--- src/rtl/keypad_press_encoder.sv ---
// keypad_press_encoder: synchronise, debounce and encode 4 raw push buttons into a one-shot key strobe
// Ports: clk system clock; rst async active-high reset; btn_raw raw button levels (N,S,E,W);
//        btn last accepted pattern; is_a_key_pressed one-cycle strobe; busy high outside IDLE
module keypad_press_encoder #(
   parameter int DEBOUNCE_CYCLES = 2500000,
   parameter int CNT_W = $clog2(DEBOUNCE_CYCLES)
) (
   input  logic       clk,
   input  logic       rst,
   input  logic [3:0] btn_raw,
   output logic [3:0] btn,
   output logic       is_a_key_pressed,
   output logic       busy
);
   typedef enum logic [2:0] {IDLE, PRESS_DB, EMIT, HOLD, RELEASE_DB} state_t;
   state_t r_state, w_state_nxt;
   logic [3:0] r_s1, r_sync, r_cand, w_cand_nxt;
   logic [CNT_W-1:0] r_cnt, w_cnt_nxt;
   logic w_cnt_done;
   assign w_cnt_done = r_cnt == CNT_W'(DEBOUNCE_CYCLES - 1);
   always_ff @(posedge clk or posedge rst)
      if (rst) begin
         r_s1             <= '0;
         r_sync           <= '0;
         r_state          <= IDLE;
         r_cand           <= '0;
         r_cnt            <= '0;
         btn              <= '0;
         is_a_key_pressed <= 1'b0;
         busy             <= 1'b0;
      end else begin
         r_s1             <= btn_raw;
         r_sync           <= r_s1;
         r_state          <= w_state_nxt;
         r_cand           <= w_cand_nxt;
         r_cnt            <= w_cnt_nxt;
         // outputs are registered from the next state so the strobe lines up with EMIT
         is_a_key_pressed <= w_state_nxt == EMIT;
         busy             <= w_state_nxt != IDLE;
         if (w_state_nxt == EMIT) btn <= w_cand_nxt;
      end
   always_comb begin
      w_state_nxt = r_state;
      w_cand_nxt  = r_cand;
      w_cnt_nxt   = r_cnt;
      case (r_state)
         IDLE:
            if (r_sync != 4'd0) begin
               w_state_nxt = PRESS_DB;
               w_cand_nxt  = r_sync;
               w_cnt_nxt   = '0;
            end
         PRESS_DB:
            if (r_sync == 4'd0) w_state_nxt = IDLE;
            else if (r_sync != r_cand) begin
               // a different pattern restarts the debounce on that pattern
               w_cand_nxt = r_sync;
               w_cnt_nxt  = '0;
            end else if (w_cnt_done) w_state_nxt = EMIT;
            else w_cnt_nxt = r_cnt + CNT_W'(1);
         EMIT:
            w_state_nxt = HOLD;
         HOLD:
            if (r_sync == 4'd0) begin
               w_state_nxt = RELEASE_DB;
               w_cnt_nxt   = '0;
            end
         RELEASE_DB:
            // any activity during release is bounce, never a new press
            if (r_sync != 4'd0) w_state_nxt = HOLD;
            else if (w_cnt_done) w_state_nxt = IDLE;
            else w_cnt_nxt = r_cnt + CNT_W'(1);
         default:
            w_state_nxt = IDLE;
      endcase
   end
endmodule

--- config.mk ---
export PLATFORM = sky130hd
export DESIGN_NAME = keypad_press_encoder
export DESIGN_NICKNAME = d
export VERILOG_FILES = /design/src/rtl/keypad_press_encoder.sv
export SDC_FILE = /design/constraint.sdc
export NUM_CORES = 1
export LEC_CHECK = 0
export CAP_MARGIN = 20
export CORE_UTILIZATION = 30
export DETAILED_ROUTE_END_ITERATION = 10
export PLACE_DENSITY = 0.43
export RECOVER_POWER = 100
export SLEW_MARGIN = 20
export SYNTH_ARGS = -nofsm -noshare
export SYNTH_HDL_FRONTEND = slang
export SYNTH_SLANG_ARGS = --single-unit
--- constraint.sdc ---
create_clock -name clk -period 2.5 [get_ports clk]
set_input_delay 0.75 -clock clk [delete_from_list [all_inputs] [get_ports clk]]
set_output_delay 0.75 -clock clk [all_outputs]
set_load 0.03 [all_outputs]
==> results of run 1 <==
-- metal layers --
metal,wire length (um),global-route usage [%],vias up
met2,2349,22.59,30
met5,0,0,-
li1,-,-,859
met4,106,5.279,0
met3,143,3.110,11
met1,2699,22.18,822
-- critical path: stages (launching register included) --
cell,delay (ns)
dfrtp_1,0.43
or4_4,0.63
nor3_4,0.27
nor2_4,0.15
nor4b_1,0.46
mux2i_1,0.23
-- state kept, by name, indices dropped and copies added (netlist names) --
signal,cells
btn,4
busy,1
is_a_key_pressed,1
r_cand,4
r_cnt,22
r_s1,4
r_state,3
r_sync,4
-- synth_stat cells, types with 2 or more instances --
master,number,area (um^2)
a21oi_1,9,45.04
a2bb2oi_1,2,17.52
a31oi_1,2,12.51
and3_1,5,31.28
and4_1,2,17.52
buf_2,4,20.02
clkbuf_1,2,7.510
dfrtp_1,43,1076
inv_1,8,30.03
mux2_2,4,45.04
mux2i_1,8,80.08
nand2_1,29,108.9
nand2b_1,6,37.54
nand3_1,8,40.04
nand4_1,6,37.54
nand4b_1,2,17.52
nor2_1,5,18.77
nor3_1,7,35.03
nor4_1,7,43.79
nor4b_1,3,26.28
o211a_1,2,20.02
o211ai_1,2,15.01
o21a_1,3,22.52
o21ai_0,12,60.06
o2bb2ai_1,2,17.52
o31ai_1,5,37.54
or2_2,3,18.77
or3_1,2,12.51
or4_1,6,45.04
xnor2_1,4,35.03
-- report_power, final --
part	internal (mW)	leakage (nW)	switching, mW
Combinational	0.0270	0.395	0.0459
Sequential	0.707	0.563	0.0104
Clock	0.304	0.0587	0.288
-- logic make-up after synthesis --
family,synth area share [%]
mux,6.629
simple gates,25.90
fa+ha+maj,0.5617
xor+xnor,1.966
flops,48.31
compound gates,12.98
buf+inv,3.652
-- stage by stage --
stage | setup slack, ns | hold WS, ns | cell area (um^2) | cells | power [mW]
after floorplan | 0.4124 | 0.3312 | 2227 | 221 | 0.7815
final | 0.2525 | 0.3598 | 2604 | 342 | 1.383
after CTS | 0.03967 | 0.3619 | 2616 | 342 | 1.397
after detailed placement | 0.07800 | 0.3386 | 2500 | 334 | 0.8094
after global routing | 0.05243 | 0.3700 | 2604 | 342 | 1.433
after global placement | 0.1477 | 0.3324 | 2500 | 334 | 0.8089
-- worst max-delay path by stage --
| stage | startpoint | to | depth (start not counted) |
|---|---|---|---|
| 2_1_floorplan | r_sync[0] | r_cnt[7] | 7 |
| 3_3_place_gp | r_sync[1] | r_cnt[14] | 5 |
| 3_5_place_dp | r_sync[0] | r_cnt[12] | 5 |
| 4_1_cts | r_sync[0] | r_cnt[12] | 5 |
| 5_1_grt | r_cnt[16] | r_cnt[10] | 6 |
| 6_report | r_sync[0] | r_cnt[14] | 5 |
-- timing repair --
item	in CTS	in global routing
endpoints found under the setup margin	0	9
hold endpoints to repair	0	0
hold buffers	0	0
gates resized for setup	0	2
setup buffers	0	0
-- final cells by class --
class / count / share of cell area [%]
clock buffers: 5 / 2.643
clock inverters: 3 / 1.826
inverters: 8 / 1.153
multi-input cells: 161 / 40.99
flip-flops and latches: 43 / 41.33
well taps: 99 / 4.757
repair buffers: 23 / 7.304
==> metrics.md, run 1 <==
| Metric | Value |
|---|---|
| Slew of the pin with the lowest slew margin | 0.7519 ns |
| Global Route Usage Sum | 15.32% |
| Max VDD drop | 233.4 uV |
| Vias per Instance | 5.035 |
| Kind of critical path | reg -> reg |
| Area Overhead vs Synth | 16.91% |
| Leak pwr | 1.016 nW |
| Final core occ | 36.09% |
| Critical path capture point type | flip-flop |
| Worst Setup Start Kind | flip-flop |
| # clock sinks | 43 |
| Largest net degree at the start of global routing | 20 |
| DRC viols | 0 |
| WP data arrival | 2.48 ns |
| DR pass1 iterations | 4 |
| Register Area | 0.001076 mm^2 |
| Setup total negative slack | 0 ns |
| Most common cell after layout, fill and taps aside | dfrtp_1 |
| Synth Instances | 221 |
| Hold Fails Final Rpt | 0 |
| Initial antenna violation count | 0 |
| Core area | 0.007214 mm^2 |
| Sequential share of the synthesized area | 48.31% |
| CTS tree | built |
| Worst-path maximum fanout | 19 |
| Final setup viols | 0 |
| DIE AREA | 0.007772 mm^2 |
| Detailed placement HPWL | 3738 um |
| Multi-input logic area | 0.001067 mm^2 |
| Pins Over Slew Limit | 0 |
| I/O Buffers | 11 |
| CTS clock-pin slew for the worst setup and hold paths | 0.09 ns |
| Status | finished, final reports clean |
| CTS Buf Count | 5 |
| Synth async-reset ratio | 100.0% |
| Clock Path Buffers | 2 |
| Slew headroom | 49.87% |
| Post-Route WL | 5299 um |
| Layout net count | 249 |
| R2r worst-path depth | 5 |
| Avg WL per Cell | 15.49 um |
| WP data required | 2.74 ns |
| R2r setup slk | 0.25 ns |
| Skew-Pair Late Insertion Delay | 0.31 ns |
| Worst hold endpoint | r_sync[1] |
| Mapped Nets | 228 |
| Post-synth cell types | 48 |
| Mapped cell area | 0.002227 mm^2 |
| Total number of vias | 1722 |
| Die Ht | 88.16 um |
| First-pass GRT wire length | 9025 um |
| Avg Inst Size Synth | 10.08 um^2 |
| Vias in the first global route | 1702 |
| Period utilisation layout | 89.90% |
| DR iter-0 viols | 100 |
| Hold depth | 0 |
| Synth Flop Type | dfrtp_1 |
| Hold Startpoint | r_s1[1] |
| Commonest non-fill, non-tap cells in the layout | 43 x dfrtp_1, 29 x nand2_1, 12 x o21ai_0 |
| H-tree levels | 2 |
| # rows | 31 |
| Number of synthesized flops with an enable pin | 0 |
| Diode count | 0 |
| Gpl congestion | 0.8268 |
| FF-to-FF End | r_cnt[14] |
| Tmin final | 2.248 ns |
| Die W | 88.16 um |
| Yosys warning count | 0 |
| Detail Route Antenna Nets | 0 |
| Hold crit path type | reg -> reg |
| Final Skew | 0.007715 ns |
| Filler cells | 751 |
| Initial Utilization | 30.87% |
| Reg2reg start | r_sync[0] |
| Max Freq | 444.9 MHz |
| Total congestion overflow | 0 |
| Unrepaired setup endpoints after global routing | no |
| Root Driver | clkbuf_8 |
| Layout cell share with drive strength beyond 1 | 13.17% |
| Io pins | 12 |
| Max Cap Viol | 0 |
| Yosys reg bits | 43 |
| Pwr Density | 531.1 mW/mm^2 |
Note: power is estimated with default switching activity, not from simulation.
==> run 2, diff against run 1 <==
Settings changed: CORE_MARGIN from default to 4.
==> run 2 against run 1 <==
  * Die area grew 14%
  * Total power grew 4.5%
  * Worst setup slack lost 0.037 ns
  * Global-route usage shrank 2.5 points
  * Critical path depth is the same
  * Clock skew shrank 0.0022 ns
  * Combinational power shrank 0.5%
  * Routed wire length shrank 4.8%
  * Worst hold slack lost 0.0077 ns
  * Sequential power is essentially flat
  * Largest power group unchanged
  * Highest routed layer unchanged
==> metrics.md, run 2 (synthesis gave the netlist of run 1 again) <==
| Metric | Value |
|---|---|
| Status | finished, final reports clean |
| DR iter-0 viols | 68 (-32%) |
| Slew of the pin with the lowest slew margin | 1.095 ns (+0.3428 ns) |
| Critical path capture point type | flip-flop |
| Worst slack at placement | 0.1476 ns (+0.06961 ns) |
| Final Skew | 0.005518 ns (-0.002197 ns) |
| R2r setup slk | 0.22 ns (-0.04 ns) |
| Area Overhead vs Synth | 16.85% (about the same) |
| Pwr Density | 555.3 mW/mm^2 (+4.6%) |
| Hold Startpoint | r_s1[2] |
| Leak pwr | 1.008 nW (-0.85%) |
| Placement Cell Area | 0.002485 mm^2 (-0.60%) |
| Detail Route Antenna Nets | 0 (unchanged) |
| Max VDD drop | 175.0 uV (-25%) |
| Layout net count | 247 (-0.80%) |
| R2r worst-path depth | 5 (unchanged) |
| Unrepaired setup endpoints after global routing | no |
| Initial Utilization | 30.71% (-0.17 points) |
| Final core occ | 35.88% (-0.21 points) |
| H-tree levels | 2 (unchanged) |
| I/O Buffers | 11 (unchanged) |
| Hold buffer count at cts | 0 (unchanged) |
| Finished Cell Area | 0.002603 mm^2 (about the same) |
| Root Driver | clkbuf_8 |
| CTS clock-pin slew for the worst setup and hold paths | 0.09 ns (about the same) |
| Worst hold endpoint | r_sync[2] |
| Diode count | 0 (unchanged) |
| Kind of critical path | reg -> reg |
| FF-to-FF End | r_cnt[12] |
| Max Freq | 437.7 MHz (-1.6%) |
| WP data arrival | 2.52 ns (+0.04 ns) |
| Initial antenna violation count | 0 (unchanged) |
| DIE AREA | 0.008866 mm^2 (+14%) |
| Total number of vias | 1709 (-0.75%) |
| Clock Path Buffers | 2 (unchanged) |
| Largest net degree at the start of global routing | 44 (+120%) |
| Vias in the first global route | 1716 (+0.82%) |
| CP top delay family | simple AND/OR/NAND/NOR gates |
| WP data required | 2.73 ns (about the same) |
| Detailed placement HPWL | 3538 um (-5.3%) |
| DRC viols | 0 (unchanged) |
| Commonest non-fill, non-tap cells in the layout | 43 x dfrtp_1, 29 x nand2_1, 12 x o21ai_0 |
| CTS tree | built |
| Global Route Usage Sum | 12.77% (-2.5 points) |
| Hold Fails Final Rpt | 0 (unchanged) |
| Top reg by flops | r_cnt |
| Setup total negative slack | 0 ns (unchanged) |
| CP max stage cell | or4_4 |
| CP Cell Sequence | or4_4 > nor3_2 > nor2_4 > nor4_1 > mux2i_1 |
| Crit path largest cell delay | 0.62 ns (about the same) |
| Most common cell after layout, fill and taps aside | dfrtp_1 |
| Total Power | 1.445 mW (+4.5%) |
| Pins Over Slew Limit | 0 (unchanged) |
| Worst path bufs/invs | 0 (unchanged) |
| Final setup viols | 0 (unchanged) |
| Die Ht | 94.16 um (+6.8%) |
| Worst Setup Start Kind | flip-flop |
| Slew headroom | 27.02% (-23 points) |
| Avg WL per Cell | 14.83 um (-4.3%) |
| Max reg flops | 22 (unchanged) |
| # rows | 31 (unchanged) |
| Die W | 94.16 um (+6.8%) |
| Max Cap Viol | 0 (unchanged) |
| Final setup margin | 0.2153 ns (-0.03721 ns) |
| # clock sinks | 43 (unchanged) |
| Hold depth | 0 (unchanged) |
| Io pins | 12 (unchanged) |
| Total congestion overflow | 0 (unchanged) |
| Worst-path maximum fanout | 19 (unchanged) |
| First-pass GRT wire length | 8769 um (-2.8%) |
| Reg2reg start | r_sync[0] |
| Tmin final | 2.285 ns (+0.03721 ns) |
| Post-Route WL | 5043 um (-4.8%) |
| CTS Buf Count | 5 (unchanged) |
| Vias per Instance | 5.026 (-0.17%) |
| Skew-Pair Late Insertion Delay | 0.30 ns (about the same) |
| Gpl congestion | 0.8414 (+1.8%) |
| DR pass1 iterations | 4 (unchanged) |
| Layout cell share with drive strength beyond 1 | 12.45% (-0.72 points) |
| Period utilisation layout | 91.39% (+1.5 points) |
| Core area | 0.007253 mm^2 (+0.54%) |
| Hold crit path type | reg -> reg |
## run 2: per-stage QoR
| step | hold slack (ns) | cells |
|---|---|---|
| final | 0.3521 | 340 |
| after global routing | 0.3654 | 340 |
| after CTS | 0.3574 | 340 |
| after detailed placement | 0.3355 | 332 |
| after global placement | 0.3347 | 332 |
| after floorplan | 0.3312 | 221 |
## run 2: worst max-delay path by stage
stage	end	cells past startpoint	slack [ns]	start
6_report	r_cnt[12]	5	0.22	r_sync[0]
5_1_grt	r_cnt[12]	5	0.07	r_sync[0]
4_1_cts	r_cnt[12]	5	0.12	r_sync[0]
3_5_place_dp	r_cnt[12]	5	0.15	r_sync[0]
3_3_place_gp	r_cnt[19]	5	0.22	r_sync[0]
2_1_floorplan	r_cnt[7]	7	0.41	r_sync[0]
## run 2: report_power, final
group | switching (mW) | internal, mW
Sequential | 0.0101 | 0.707
Clock | 0.257 | 0.399
Combinational | 0.0458 | 0.0266
Total | 0.313 | 1.13
## run 2: area by class of cell
| class | instances | area [um^2] |
|---|---|---|
| Clock buffer | 5 | 68.82 |
| Clock inverter | 3 | 67.56 |
| Fill cell | 748 | 4651 |
| Inverter | 8 | 30.03 |
| Multi-Input combinational cell | 161 | 1061 |
| Sequential cell | 43 | 1076 |
| Tap cell | 99 | 123.9 |
| Timing Repair Buffer | 21 | 175.2 |
## run 2: timing repair
item,CTS,global route
gates resized for setup,0,1
setup buffers,0,0
endpoints found under the hold margin,0,0
setup endpoints to repair,0,3
## run 2: worst reg2reg max path, stage by stage, from the launching register on
cell and delay [ns]:
dfrtp_1 0.43, or4_4 0.62, nor3_2 0.33, nor2_4 0.18, nor4_1 0.44, mux2i_1 0.22
## run 2: routing by layer
metal / vias to the layer above / global-route usage [%] / wire [um]
li1: 852 / - / -
met1: 830 / 17.71 / 2608
met2: 22 / 19.33 / 2201
met3: 5 / 2.885 / 167
met4: 0 / 4.693 / 65
met5: - / 0 / 0
